[src/rtl/bpu_pkg.sv]
// bpu_pkg: types and constants shared by the branch-prediction controller.
//   pred_rec_t   - prediction record carried alongside each fetched instruction
//   PRED_REC_RST - cleared record (invalid, all fields zero)
//   INSN_BYTES   - sequential fetch increment
package bpu_pkg;

  typedef struct packed {
    logic        v;
    logic [31:0] pc;
    logic        taken;
    logic [31:0] target;
  } pred_rec_t;

  localparam pred_rec_t PRED_REC_RST = '0;
  localparam int        INSN_BYTES   = 4;

endpackage

[src/rtl/bpu_pred_reg.sv]
// bpu_pred_reg: one shadow pipeline stage holding a prediction record.
// Ports:
//   clk, rst - clock, asynchronous active-high reset
//   flush    - invalidate the held record
//   stall    - hold the current record
//   d        - record from the previous stage
//   q        - record held by this stage
module bpu_pred_reg
  import bpu_pkg::*;
(
  input  logic      clk,
  input  logic      rst,
  input  logic      flush,
  input  logic      stall,
  input  pred_rec_t d,
  output pred_rec_t q
);

  // Flush only drops the valid bit; the stale payload is never looked at
  // while v is low.
  always_ff @(posedge clk or posedge rst) begin
    if (rst) begin
      q <= PRED_REC_RST;
    end else if (flush) begin
      q.v <= 1'b0;
    end else if (!stall) begin
      q <= d;
    end
  end

endmodule

[src/rtl/bpu_ctrl.sv]
// bpu_ctrl: branch-prediction controller around a direct-mapped BTB.
// Picks the next fetch PC, shadows each prediction through ID and EX,
// checks it against the EX outcome, redirects/flushes on a mispredict,
// writes resolved taken transfers to the BTB and counts branches and
// mispredicts.
// Ports:
//   clk, rst                        - clock, asynchronous active-high reset
//   pc_if, if_valid                 - current fetch PC and its validity
//   btb_hit_if, btb_target_if       - BTB lookup result for pc_if
//   stall                           - freeze IF/ID and ID/EX
//   ex_is_cf, ex_taken, ex_target   - resolved outcome of the EX instruction
//   trap_en, trap_pc                - trap redirect request and handler address
//   next_pc                         - value for the IF PC register
//   flush                           - kill IF and ID this cycle
//   mispredict                      - EX prediction was wrong
//   btb_update_en/pc_ex/target_ex   - BTB write port
//   perf_br, perf_mispred           - performance counters
module bpu_ctrl
  import bpu_pkg::*;
#(
  parameter int CNT_W = 32
) (
  input  logic             clk,
  input  logic             rst,
  input  logic [31:0]      pc_if,
  input  logic             if_valid,
  input  logic             btb_hit_if,
  input  logic [31:0]      btb_target_if,
  input  logic             stall,
  input  logic             ex_is_cf,
  input  logic             ex_taken,
  input  logic [31:0]      ex_target,
  input  logic             trap_en,
  input  logic [31:0]      trap_pc,
  output logic [31:0]      next_pc,
  output logic             flush,
  output logic             mispredict,
  output logic             btb_update_en,
  output logic [31:0]      btb_pc_ex,
  output logic [31:0]      btb_target_ex,
  output logic [CNT_W-1:0] perf_br,
  output logic [CNT_W-1:0] perf_mispred
);

  pred_rec_t   rec_if;
  pred_rec_t   rec_id;
  pred_rec_t   rec_ex;
  logic        fire;
  logic        act_taken;
  logic [31:0] redirect_pc;

  always_comb begin
    rec_if        = PRED_REC_RST;
    rec_if.v      = if_valid;
    rec_if.pc     = pc_if;
    rec_if.taken  = if_valid & btb_hit_if;
    rec_if.target = btb_target_if;
  end

  bpu_pred_reg u_id (
    .clk   (clk),
    .rst   (rst),
    .flush (flush),
    .stall (stall),
    .d     (rec_if),
    .q     (rec_id)
  );

  bpu_pred_reg u_ex (
    .clk   (clk),
    .rst   (rst),
    .flush (flush),
    .stall (stall),
    .d     (rec_id),
    .q     (rec_ex)
  );

  assign fire        = rec_ex.v & ~stall;
  assign act_taken   = ex_is_cf & ex_taken;
  assign redirect_pc = act_taken ? ex_target : rec_ex.pc + 32'(INSN_BYTES);

  // A non-CF instruction that hit in the BTB was predicted taken, so the
  // direction compare alone catches the alias and sends it to pc+4.
  assign mispredict = fire & ((rec_ex.taken != act_taken) |
                              (act_taken & (rec_ex.target != ex_target)));

  assign flush = trap_en | mispredict;

  always_comb begin
    next_pc = pc_if + 32'(INSN_BYTES);
    if (trap_en) begin
      next_pc = trap_pc;
    end else if (mispredict) begin
      next_pc = redirect_pc;
    end else if (stall) begin
      next_pc = pc_if;
    end else if (if_valid & btb_hit_if) begin
      next_pc = btb_target_if;
    end
  end

  // Not-taken outcomes never invalidate an entry; a stale hit just
  // mispredicts again.
  assign btb_update_en = fire & act_taken & ~trap_en;
  assign btb_pc_ex     = rec_ex.pc;
  assign btb_target_ex = ex_target;

  always_ff @(posedge clk or posedge rst) begin
    if (rst) begin
      perf_br      <= '0;
      perf_mispred <= '0;
    end else begin
      if (fire & ex_is_cf & ~trap_en) begin
        perf_br <= perf_br + CNT_W'(1);
      end
      if (mispredict & ~trap_en) begin
        perf_mispred <= perf_mispred + CNT_W'(1);
      end
    end
  end

endmodule
[config.mk]
export PLATFORM = sky130hd
export DESIGN_NAME = bpu_ctrl
export DESIGN_NICKNAME = d
export VERILOG_FILES = /design/src/rtl/bpu_pkg.sv /design/src/rtl/bpu_pred_reg.sv /design/src/rtl/bpu_ctrl.sv
export SDC_FILE = /design/constraint.sdc
export NUM_CORES = 1
export LEC_CHECK = 0
export BUFFER_PORTS_ARGS = -buffer_cell sky130_fd_sc_hd__buf_2
export CAP_MARGIN = 20
export CORE_UTILIZATION = 49
export DETAILED_ROUTE_END_ITERATION = 12
export MAX_ROUTING_LAYER = met4
export PLACE_DENSITY_LB_ADDON = 0.05
export SLEW_MARGIN = 40
export SYNTH_ARGS = -nofsm -noshare
export SYNTH_HDL_FRONTEND = slang
export SYNTH_HIERARCHICAL = 1
export SYNTH_SLANG_ARGS = --single-unit
[constraint.sdc]
create_clock -name clk -period 2.7 [get_ports clk]
set_input_delay 0.27 -clock clk [delete_from_list [all_inputs] [get_ports clk]]
set_output_delay 0.27 -clock clk [all_outputs]
set_load 0.01 [all_outputs]
# [Yosys cells after proc, flatten, opt, wreduce, memory -nomap -nowiden]
# Cells that the tools add are included.
[classes] n_addsub=4 eq_ne=3 n_mux=9 n_bitwise=15 reduce_logical=1
[op_table] cell="32-bit two-way mux" count=5
[op_table] cell="66-bit two-way mux" count=2
[op_table] cell="32-bit by 1-bit adder with 32-bit output, second input constant" count=2
[op_table] cell="32-bit by 3-bit adder with 32-bit output, second input constant" count=2
[op_table] cell="32-bit inequality test" count=1
[op_table] cell="1-bit AND" count=10
[op_table] cell="1-bit inverter" count=3
[op_table] cell="1-bit two-way mux" count=2
[op_table] cell="2-bit by 1-bit inequality test with 1-bit output, second input constant" count=1
[op_table] cell="1-bit OR" count=2
[op_table] cell="2-bit AND reduction" count=1
[op_table] cell="1-bit inequality test" count=1
[totals] register_bits=196 in_bits=136 out_inout_bits=163 word_cells=42

# [Logic depth before layout (Yosys ltp)]
# Gate-level depths: netlist (run 1).
[depth] word_depth=7 depth_mapped=12 depth_no_buf=10

# [By module]
# Netlist (run 1), hierarchy kept.
[by_module_without_submodules] module="bpu_ctrl" instances=1 cells_each=776 area_each_um2=6022.0 seq_area_each_um2=1601.5
[by_module_without_submodules] module="bpu_pred_reg" instances=2 cells_each=142 area_each_um2=2711.4 seq_area_each_um2=1651.6

# [Worst setup path before layout (run 1)]
# No wires, ideal clock.
[synth_timing] path_kind="register -> register" from="register u_ex/q[22] (netlist bit)" to="register u_ex/q[0] (netlist bit)" setup_time_ns=0.125 t_arrival_ns=2.716 required_ns=2.575 setup_slack_ns=-0.141 stages_incl_launch_ff=13 n_path_buf=2 synth_period_minus_slack_ns=2.841 cell_sequence="dfrtp_1 > xor2_1 > nor4_1 > nand4_1 > or4_1 > nand2_2 > inv_2 > nor2_2 > inv_1 > nor2_2 > buf_6 > buf_12 > mux2_4"
[synth_via] elab_chain_len=7
[synth_lines] element="start: declaration" line_no="bpu_pred_reg.sv:16" source="output pred_rec_t q"
[synth_lines] element="32-bit inequality test" line_no="bpu_ctrl.sv:85" source="(act_taken & (rec_ex.target != ex_target)));"
[synth_lines] element="1-bit AND" line_no="bpu_ctrl.sv:85"
[synth_lines] element="1-bit OR" line_no="bpu_ctrl.sv:84" source="assign mispredict = fire & ((rec_ex.taken != act_taken) |"
[synth_lines] element="1-bit AND" line_no="bpu_ctrl.sv:84"
[synth_lines] element="1-bit OR" line_no="bpu_ctrl.sv:87" source="assign flush = trap_en | mispredict;"
[synth_lines] element="via flush" line_no="bpu_ctrl.sv:36" source="output logic flush,"
[synth_lines] element="1-bit inverter (no line)"
[synth_lines] element="2-bit AND reduction (no line)"
# The timed path passes the listed nets, and every way through them passes these cells.
# A chain may end at the register's enable or synchronous reset.

# [Final worst setup path (run 1)]
[layout_timing] from="register u_ex/q[9] (netlist bit)" to="output port next_pc[25]"
[layout_via] elab_chain_len=6
[layout_lines] element="32-bit inequality test" line_no="bpu_ctrl.sv:85"
[layout_lines] element="1-bit AND" line_no="bpu_ctrl.sv:85"
[layout_lines] element="1-bit OR" line_no="bpu_ctrl.sv:84"
[layout_lines] element="1-bit AND" line_no="bpu_ctrl.sv:84"
[layout_lines] element="32-bit two-way mux" line_no="bpu_ctrl.sv:93" source="end else if (mispredict) begin"
[layout_lines] element="32-bit two-way mux" line_no="bpu_ctrl.sv:91" source="if (trap_en) begin"
[layout_lines] element="end: declaration" line_no="bpu_ctrl.sv:35" source="output logic [31:0] next_pc,"
# Every way passes these cells.

==> results of run 1 <==
final cells by class:
| cell class | instances | share of cell area [%] |
|---|---|---|
| Multi-Input combinational cell | 755 | 40.9 |
| Sequential cell | 196 | 31.7 |
| Timing Repair Buffer | 446 | 20.4 |
| Clock buffer | 18 | 2.84 |
| Tap cell | 313 | 2.53 |
| Clock inverter | 14 | 1.04 |
| Inverter | 20 | 0.550 |
| Antenna cell | 2 | 0.0323 |
worst register-to-register path, stage by stage, from the launching register on:
cell     delay, ps
dfrtp_1        400
xor2_1         190
nor4_2         350
nand3_2        100
or4_4          580
nand2_8        110
inv_8           50
nor2_4         140
inv_4           50
buf_6          120
nor2_4         140
buf_12         170
buf_12         110
buf_12         130
mux2_4         300
path summary, 6_finish.rpt:
check | start | end | slack, ps | cells after the start
max reg2reg | u_ex/q[9] | u_id/q[49] | -360 | 14
min reg2reg | perf_br[31] | perf_br[31] | 470 | 1
min in group asynchronous | rst | u_id/q[32] | 420 | 3
max | u_ex/q[9] | next_pc[25] | -570 | 9
max in group asynchronous | rst | u_ex/q[26] | 1500 | 4
min | btb_target_if[11] | u_id/q[11] | 70 | 2
placed cells by master (no fill, tap or decap), types with 20 or more instances in the layout:
master   count
mux2_4     129
nor4_1      20
a21oi_1     35
and3_1      23
buf_2      295
nand3_1     48
nand2_1     86
buf_4       99
xnor2_1     44
nand4_1     24
dfrtp_1    196
nor2_1      66
xor2_1      76
state kept, by name, indices dropped and copies added (netlist names):
name	flops
u_ex/q	66
perf_br	32
u_id/q	66
perf_mispred	32
power groups by stage:
stage | clock, W | sequential, W | combinational (W)
floorplan | 0 | 0.00372 | 0.00120
global placement | 0 | 0.00369 | 0.00206
detailed placement | 0 | 0.00370 | 0.00207
CTS | 0.00262 | 0.00365 | 0.00229
global route | 0.00273 | 0.00371 | 0.00251
finish | 0.00257 | 0.00367 | 0.00236
cell families after synthesis:
group	count (synthesis)	share of synthesized area [%]
AO/OA/AOI/OAI	149	9.04
XOR/XNOR	122	9.34
adder cells (fa/ha/maj)	4	0.437
buffers and inverters	110	6.44
flip-flops	196	42.9
multiplexers	141	17.1
AND/OR/NAND/NOR	338	14.8
stage by stage:
step	total power [W]	area (sq um)	util (%)	TNS (ps)	hold WS [ps]
final	0.00860	15500	67.9	-54660	68.9
after global routing	0.00895	15500	67.9	-67660	51.8
after global placement	0.00574	13700	59.9	-24630	339
after detailed placement	0.00578	13700	60.0	-36060	330
after floorplan	0.00491	11500	-	0	418
after CTS	0.00857	15200	66.8	-47880	57.8
synthesized netlist by cell type (all sizes together) (3+ instances only):
cell,count
nand4,24
a31oi,9
a2111oi,9
nor3,23
buf,60
dfrtp,196
nor2,71
a221oi,4
inv,18
a21oi,37
a2bb2oi,4
nor2b,4
o21ai,22
xor2,77
a221o,12
xnor2,45
o22a,3
o311ai,3
nor4,27
nand3,50
o211ai,5
ha,4
and4,12
or4,4
o2111ai,3
mux2,133
and2,5
clkbuf,30
and3,23
nand2,89
o22ai,16
o221ai,5
mux2i,8
repair_timing:
action,in CTS,in global routing
gates resized for setup,103,51
endpoints found under the hold margin,103,0
pin swaps,22,8
buffers inserted,18,13
gates cloned,12,1
hold buffers,1,0
endpoints found under the setup margin,164,164
routing by layer:
layer / GRT usage (%) / up-vias
met4: 8.39 / 0
li1: - / 4565
met2: 50.6 / 438
met5: - / -
met3: 5.58 / 40
met1: 43.0 / 4945
==> metrics, run 1 <==
synthesized cell area=0.0114 sq mm; Main synth FF type=dfrtp_1; htree depth=4; share of cells above drive strength 1=46.0%; WP data arrival=approximately 3000 ps; Sequential Area=0.00490 sq mm; DR WL/cell=21.3 um; pre-CTS setup slack=-402 ps; Setup CP Type=register to output pin; area taken by multi-input logic gates=0.00633 sq mm; FMAX=306 MHz; Clock Skew=18.3 ps; first-pass detailed-route iteration total=5; Total Wirelength=37,500 um; worst vdd ir=0.397 mV; CTS tree=yes; Power Density=556 mW/mm^2; Comb pwr share=between 20% and 30%; CP startpoint kind=register; Area Growth Syn to Fin=35.2%; syn_area_per_cell=between 10 and 15 sq um; Detail Route Antenna Nets=0; Met3 Wirelength=2600 um; Clock Latency Late Sink=450 ps; net count reported at finish=approximately 1,600; asr flop ratio synth=100%; CTS sink cnt=196; Cell Count, Final, Fillers Out=1,764; share of the yosys chip area belonging to registers=42.9%; Detailed Place HPWL=26,700 um; final worst path period share=121%; crit end category=output pin; CP max stage cell=or4_4; highest routed metal layer=met4; ranking of synthesized cells by area=dfrtp_1 (43%), mux2_4 (13%), xor2_1 (5.9%), xnor2_1 (3.4%), mux2_2 (3.2%); Final Max Slew Viols=0; Total GRT Usage=32.2%; CP delay by family, top=simple AND/OR/NAND/NOR gates; cell total after placement=~1,700; initial antenna violation count=1; Filler cells=about 1,800; via-per-instance ratio=5.66; Buf/Inv on CP=2; DR WL met2=around 18,000 um; drt drc=0; Clk pin slew, worst setup/hold paths=around 80 ps; CORE AREA=about 0.023 sq mm; Chip Height=155 um; Period minus WS final=~3300 ps; vias in the first global route=9,761; Core Rows=55; CP peak stage delay=580 ps; first-pass GRT wire length=56,200 um; routed vias=9,988; Post-Synthesis Cells=1,060; post-synth cell types=66; Max Cap Viol=0; most used cell, CP=or4_4; Port Buffers=298; crit-path cells=xor2_1, nor4_2, nand3_2, or4_4, nand2_8, inv_8, or4_4, o311ai_4, buf_2; 1st-iter DRT viols=717; post-synthesis net count=between 1,000 and 1,500; Final Hold Vio Count=0; Final setup viols=between 150 and 200; Setup WS post-layout=-572 ps; Die Area=0.0240 sq mm; Lkg Pwr=7.47 nW; Psw=roughly 0.0027 W; Clk pwr share=29.9%; worst endpoint required time=2430 ps; status=finished, violations left; clock root buffer=clkbuf_16; Yosys top cell area share=42.9%; Synthesis Warnings=6; Worst Tran Pin Value=between 600 and 700 ps; Reg power frac=~43%; Yosys reg bits=196; Post-synth EDFFs=0; RSZ-0062 raised after global routing=yes; starting density of the core=approximately half; Hold Crit Class=input port to register; largest net degree at the start of global routing=65; area leader, netlist=dfrtp_1; Max-slew headroom=55.2%; Placer Congestion=roughly 0.89; die width=155 um; CTS Buf Count=17; IO Pins=299; Longest Clk Path Bufs=2; Sw Share=31.7%; internal power=0.00588 W; failing checks=setup timing; routed metal-1 wirelength=16,600 um; global route total overflow=0; crit path max fanout=6
Note: power is estimated with default switching activity, not from simulation.
==> run 2, diff against run 1 <==
--- a/config.mk
+++ b/config.mk
@@ -9,8 +9,8 @@
 export CAP_MARGIN = 20
 export CORE_UTILIZATION = 49
 export DETAILED_ROUTE_END_ITERATION = 12
-export MAX_ROUTING_LAYER = met4
 export PLACE_DENSITY_LB_ADDON = 0.05
+export RECOVER_POWER = 25
 export SLEW_MARGIN = 40
 export SYNTH_ARGS = -nofsm -noshare
 export SYNTH_HDL_FRONTEND = slang
==> metrics, run 2 (synthesis gave the netlist of run 1 again) <==
Max Cap Viol=1 (+1); initial antenna violation count=1 (unchanged); most common cell after layout, fill and taps aside=buf_2; crit end category=output pin; status=finished, violations left; failing checks=capacitance limit, slew limit, setup timing; Clock Skew=15.3 ps (-3.00 ps); Port Buffers=298 (unchanged); Area Growth Syn to Fin=34.8%; Final Max Slew Viols=65 (+65); IO Pins=299 (unchanged); crit path max fanout=6 (unchanged); Clk pin slew, worst setup/hold paths=70 ps (about the same); Post-Layout Inst Area=0.0154 sq mm (-0.28%); final worst path period share=121% (about the same); global route total overflow=0 (unchanged); CTS sink cnt=196 (unchanged); Total GRT Usage=31.3% (-0.90 points); CP startpoint kind=register; most used cell, CP=or4_4; cell total after placement=1,690 (unchanged); DR WL/cell=21.3 um (about the same); Longest Clk Path Bufs=2 (unchanged); Final Hold Vio Count=0 (unchanged); first-pass detailed-route iteration total=5 (unchanged); Power Density=557 mW/mm^2 (+0.20%); Area after DPL=0.0137 sq mm (unchanged); first-pass GRT wire length=56,300 um (+0.14%); via-per-instance ratio=5.69 (+0.57%); Total Wirelength=37,500 um (about the same); starting density of the core=50.2% (unchanged); most frequent cells in the layout=buf_2 (278), dfrtp_1 (196), mux2_4 (129), buf_4 (99), nand2_1 (86); 1st-iter DRT viols=735 (+2.5%); worst vdd ir=0.394 mV (-0.80%); Die Area=0.0240 sq mm (unchanged); Period minus WS final=3270 ps (+2.09 ps); Lkg Pwr=7.41 nW (-0.78%); die width=155 um (unchanged); crit-path cells=xor2_1, nor4_1, buf_4, nand3_2, or4_4, nand2_8, inv_8, or4_4, o311ai_4, buf_2; Cell Count, Final, Fillers Out=1,764 (unchanged); routed vias=10,045 (+0.57%); Setup WS post-layout=-574 ps (-2.09 ps); RSZ-0062 raised after global routing=yes; Setup CP Type=register to output pin; Layout Utilization=67.7% (-0.19 points); largest registers=u_ex/q (66), u_id/q (66); Max-slew headroom=-3.65% (-59 points); Filler cells=1,821 (+0.77%); CP peak stage delay=580 ps (about the same); drt drc=0 (unchanged); clock root buffer=clkbuf_16; Core Rows=55 (unchanged); CTS Buf Count=17 (unchanged); CTS tree=yes; Chip Height=155 um (unchanged); Detailed Place HPWL=26,700 um (unchanged); FMAX=305 MHz (about the same); share of cells above drive strength 1=44.7% (-1.4 points); CORE AREA=0.0228 sq mm (unchanged); Clock Latency Late Sink=450 ps (about the same); CP max stage cell=or4_4; htree depth=4 (unchanged); worst endpoint required time=2430 ps (about the same); Placer Congestion=0.879 (-1.6%); Worst Tran Pin Value=1550 ps (+883 ps); net count reported at finish=1,576 (unchanged); Final setup viols=164 (unchanged); Hold Crit Class=input port to register; Detail Route Antenna Nets=0 (unchanged); largest net degree at the start of global routing=65 (unchanged); vias in the first global route=9,766 (+0.051%); WP data arrival=3000 ps (about the same)
==> run 2: routing by layer <==
metal / track usage [%] / share of wire [%]
met4: 8.68 / 1.4
met2: 50.4 / 47
met1: 43.2 / 44
met3: 5.72 / 7.2
met5: 0 / 0
==> run 2: layout make-up <==
type / count / area, sq um / area share (%)
diodes: 2 / 5.00 / 0.0324
flip-flops and latches: 196 / 4900 / 31.8
multi-input cells: 755 / 6330 / 41.0
well taps: 313 / 392 / 2.54
repair buffers: 446 / 3110 / 20.1
clock inverters: 14 / 161 / 1.05
clock buffers: 18 / 439 / 2.85
inverters: 20 / 85.1 / 0.552
==> run 2: power by group <==
| group | switching, W | internal, W | leakage (nW) |
|---|---|---|---|
| clock | 0.00130 | 0.00128 | 0.291 |
| sequential | 0.000333 | 0.00333 | 2.45 |
| combinational | 0.00109 | 0.00126 | 4.67 |
| total | 0.00272 | 0.00587 | 7.41 |
==> run 2: stage by stage <==
step,hold WS (ps),setup WS (ps),setup TNS (ps),power (W)
floorplan,418,12.5,0,0.00491
CTS,57.8,-571,-47880,0.00857
global placement,339,-344,-24630,0.00574
detailed placement,330,-402,-36060,0.00578
finish,69.5,-574,-55040,0.00859
global route,52.6,-650,-67800,0.00894
==> run 2: final timing paths <==
path | start | endpoint | slack, ps | cells past startpoint
setup / recovery | u_ex/q[28] | next_pc[25] | -570 | 10
hold / removal | btb_target_if[11] | u_id/q[11] | 70 | 2
setup reg to reg | u_ex/q[28] | u_id/q[52] | -380 | 15
hold reg to reg | perf_mispred[31] | perf_mispred[31] | 470 | 1
max in group asynchronous | rst | perf_mispred[27] | 830 | 4
min in group asynchronous | rst | u_ex/q[34] | 500 | 3
==> run 2: timing repair <==
action | 4_1_cts | 5_1_grt
buffers inserted | 18 | 13
cloned | 12 | 1
gates resized for setup | 103 | 50
hold endpoints to repair | 103 | 0
setup endpoints to repair | 164 | 164
pin swaps | 22 | 8
hold buffers | 1 | 0
==> run 2: critical path, delay by kind of cell (launching register included) <==
kind	cells	cell delay [ps]
buffers and inverters	3	400
xor gates and xnor gates	1	140
DFF	1	390
and+or+nand+nor	5	1520
AOI/OAI and AO/OA	1	90
==> run 3, diff against run 2 <==
--- a/config.mk
+++ b/config.mk
@@ -7,7 +7,9 @@
 export LEC_CHECK = 0
 export BUFFER_PORTS_ARGS = -buffer_cell sky130_fd_sc_hd__buf_2
 export CAP_MARGIN = 20
-export CORE_UTILIZATION = 49
+export CELL_PAD_IN_SITES_DETAIL_PLACEMENT = 1
+export CELL_PAD_IN_SITES_GLOBAL_PLACEMENT = 2
+export CORE_UTILIZATION = 30
 export DETAILED_ROUTE_END_ITERATION = 12
 export PLACE_DENSITY_LB_ADDON = 0.05
 export RECOVER_POWER = 25
==> metrics, run 3 (synthesis gave the netlist of run 1 again) <==
Lkg Pwr=7.51 nW (+1.3%); Chip Height=197 um (+27%); Worst R2R Path Depth=17 (+2); Placer Congestion=0.813 (-7.5%); share of cells above drive strength 1=44.0% (-0.64 points); CTS Buf Count=17 (unchanged); Port Buffers=298 (unchanged); Met3 Wirelength=1990 um (-27%); Clk pwr share=30.0% (about the same); CTS sink cnt=196 (unchanged); Area Growth Syn to Fin=38.3%; Max Cap Viol=1 (unchanged); initial antenna violation count=3 (+2); most common cell after layout, fill and taps aside=buf_2; crit-path cells=xor2_1, nor4_1, buf_4, nand3_1, or4_4, nand2_4, inv_6, buf_12, nor2_4, inv_4, buf_6, buf_6, nor2_4, buf_12, buf_12, buf_12, mux2_4; Psw=0.00286 W (+5.2%); Clock Skew=15.8 ps (+0.457 ps); 1st-iter DRT viols=291 (-60%); final worst path period share=128% (+6.8 points); clock root buffer=clkbuf_16; net count reported at finish=1,604 (+1.8%); die width=197 um (+27%); Clock Latency Late Sink=460 ps (about the same); CP max stage cell=or4_4; Comb pwr share=29.0% (+1.7 points); routed vias=9,845 (-2.0%); Final Hold Vio Count=0 (unchanged); largest net degree at the start of global routing=76 (+17%); Filler cells=4,223 (+130%); Detail Route Antenna Nets=0 (unchanged); IO Pins=299 (unchanged); Sw Share=32.3% (+0.60 points); worst vdd ir=0.443 mV (+13%); routed metal-1 wirelength=20,500 um (+24%); Longest Clk Path Bufs=2 (unchanged); FMAX=289 MHz (-5.3%); Final Max Slew Viols=37 (-43%); crit path max fanout=7 (+1); largest registers=u_ex/q (66), u_id/q (66); CP startpoint kind=register; Final setup viols=191 (+16%); most used cell, CP=buf_12; status=finished, violations left; first-pass GRT wire length=69,000 um (+22%); internal power=0.00600 W (+2.3%); CTS tree=yes; Power Density=560 mW/mm^2 (+0.59%); worst endpoint required time=3040 ps (+610 ps); Layout Utilization=42.1% (-26 points); Core Rows=71 (+29%); Worst Tran Pin Value=1730 ps (+176 ps); WP data arrival=3800 ps (+800 ps); highest routed metal layer=met5; Die Area=0.0389 sq mm (+62%); RSZ-0062 raised after global routing=yes; first-pass detailed-route iteration total=4 (-1); DR WL/cell=23.2 um (+9.1%); Setup CP Type=register to register; Max-slew headroom=-16.1% (-12 points); Setup WS post-layout=-757 ps (-183 ps); CORE AREA=0.0376 sq mm (+65%); CP peak stage delay=570 ps (about the same); crit end category=register; hold path depth=2 (unchanged); via-per-instance ratio=4.94 (-13%); Reg power frac=41.0% (-1.7 points); failing checks=capacitance limit, slew limit, setup timing; drt drc=0 (unchanged); Period minus WS final=3460 ps (+183 ps); Clk pin slew, worst setup/hold paths=90 ps (+20 ps); vias in the first global route=10,465 (+7.2%); htree depth=4 (unchanged); Total GRT Usage=24.3% (-7.0 points); starting density of the core=30.5% (-20 points); Total Wirelength=46,200 um (+23%); DR WL met2=22,600 um (+28%); Hold Crit Class=input port to register; Detailed Place HPWL=34,300 um (+29%); global route total overflow=0 (unchanged); most frequent cells in the layout=buf_2 (261), dfrtp_1 (196), mux2_4 (130), buf_4 (122), nand2_1 (85); setup TNS=-111,440 ps (-56,400 ps)
==> run 3: path summary, 6_finish.rpt <==
kind                                   startpoint           to  slack, ps
worst max-delay path                    u_ex/q[9]   u_ex/q[44]       -760
worst min register to register        perf_br[31]  perf_br[31]        460
min in group asynchronous                     rst   u_ex/q[26]        630
worst min-delay path            btb_target_if[27]   u_id/q[27]         60
max in group asynchronous                     rst  perf_br[13]       1010
worst max register to register          u_ex/q[9]   u_ex/q[44]       -760
==> run 3: per-layer routing <==
metal | up-vias | global-route usage [%]
met5 | - | 0
met4 | 2 | 7.61
met3 | 46 | 3.89
met2 | 224 | 40.6
met1 | 4964 | 31.9
li1 | 4609 | -
==> run 3: per-stage QoR <==
stage / cell area, sq um / total power (W) / hold WS [ps] / cells / setup WS (ps)
after global routing: 15800 / 0.00929 / 45.6 / 1988 / -839
final: 15800 / 0.00886 / 56.0 / 1991 / -757
after CTS: 15800 / 0.00898 / 27.8 / 1985 / -772
after detailed placement: 14200 / 0.00605 / 385 / 1920 / -791
after floorplan: 11500 / 0.00491 / 418 / 1060 / 12.5
after global placement: 14200 / 0.00602 / 377 / 1920 / -862
==> run 3: power by group through the flow <==
stage                     clock, W  sequential [W]  combinational, W
after floorplan                  0         0.00372           0.00120
after global placement           0         0.00367           0.00235
after detailed placement         0         0.00368           0.00237
after CTS                  0.00275         0.00363           0.00259
after global routing       0.00285         0.00369           0.00275
final                      0.00266         0.00364           0.00257
==> run 3: timing repair <==
action,CTS,global route
pin swaps,18,8
hold buffers,1,0
setup buffers,24,8
gates resized for setup,114,20
cloned,8,0
setup endpoints to repair,196,198
hold endpoints to repair,77,0
==> run 3: critical path, delay by kind of cell (launching register included) <==
family        cells  cell delay [ps]
flops             1              400
mux               1              300
buf+inv           9             1090
xor+xnor          1              200
simple gates      6             1370
==> run 3: layout make-up <==
cell class | count | area [sq um] | area share, %
diodes | 3 | 7.51 | 0.0474
clock buffers | 17 | 425 | 2.69
clock inverters | 15 | 161 | 1.02
inverters | 20 | 83.8 | 0.530
multi-input cells | 754 | 6210 | 39.3
flip-flops and latches | 196 | 4900 | 31.0
well taps | 511 | 639 | 4.04
repair buffers | 475 | 3390 | 21.4
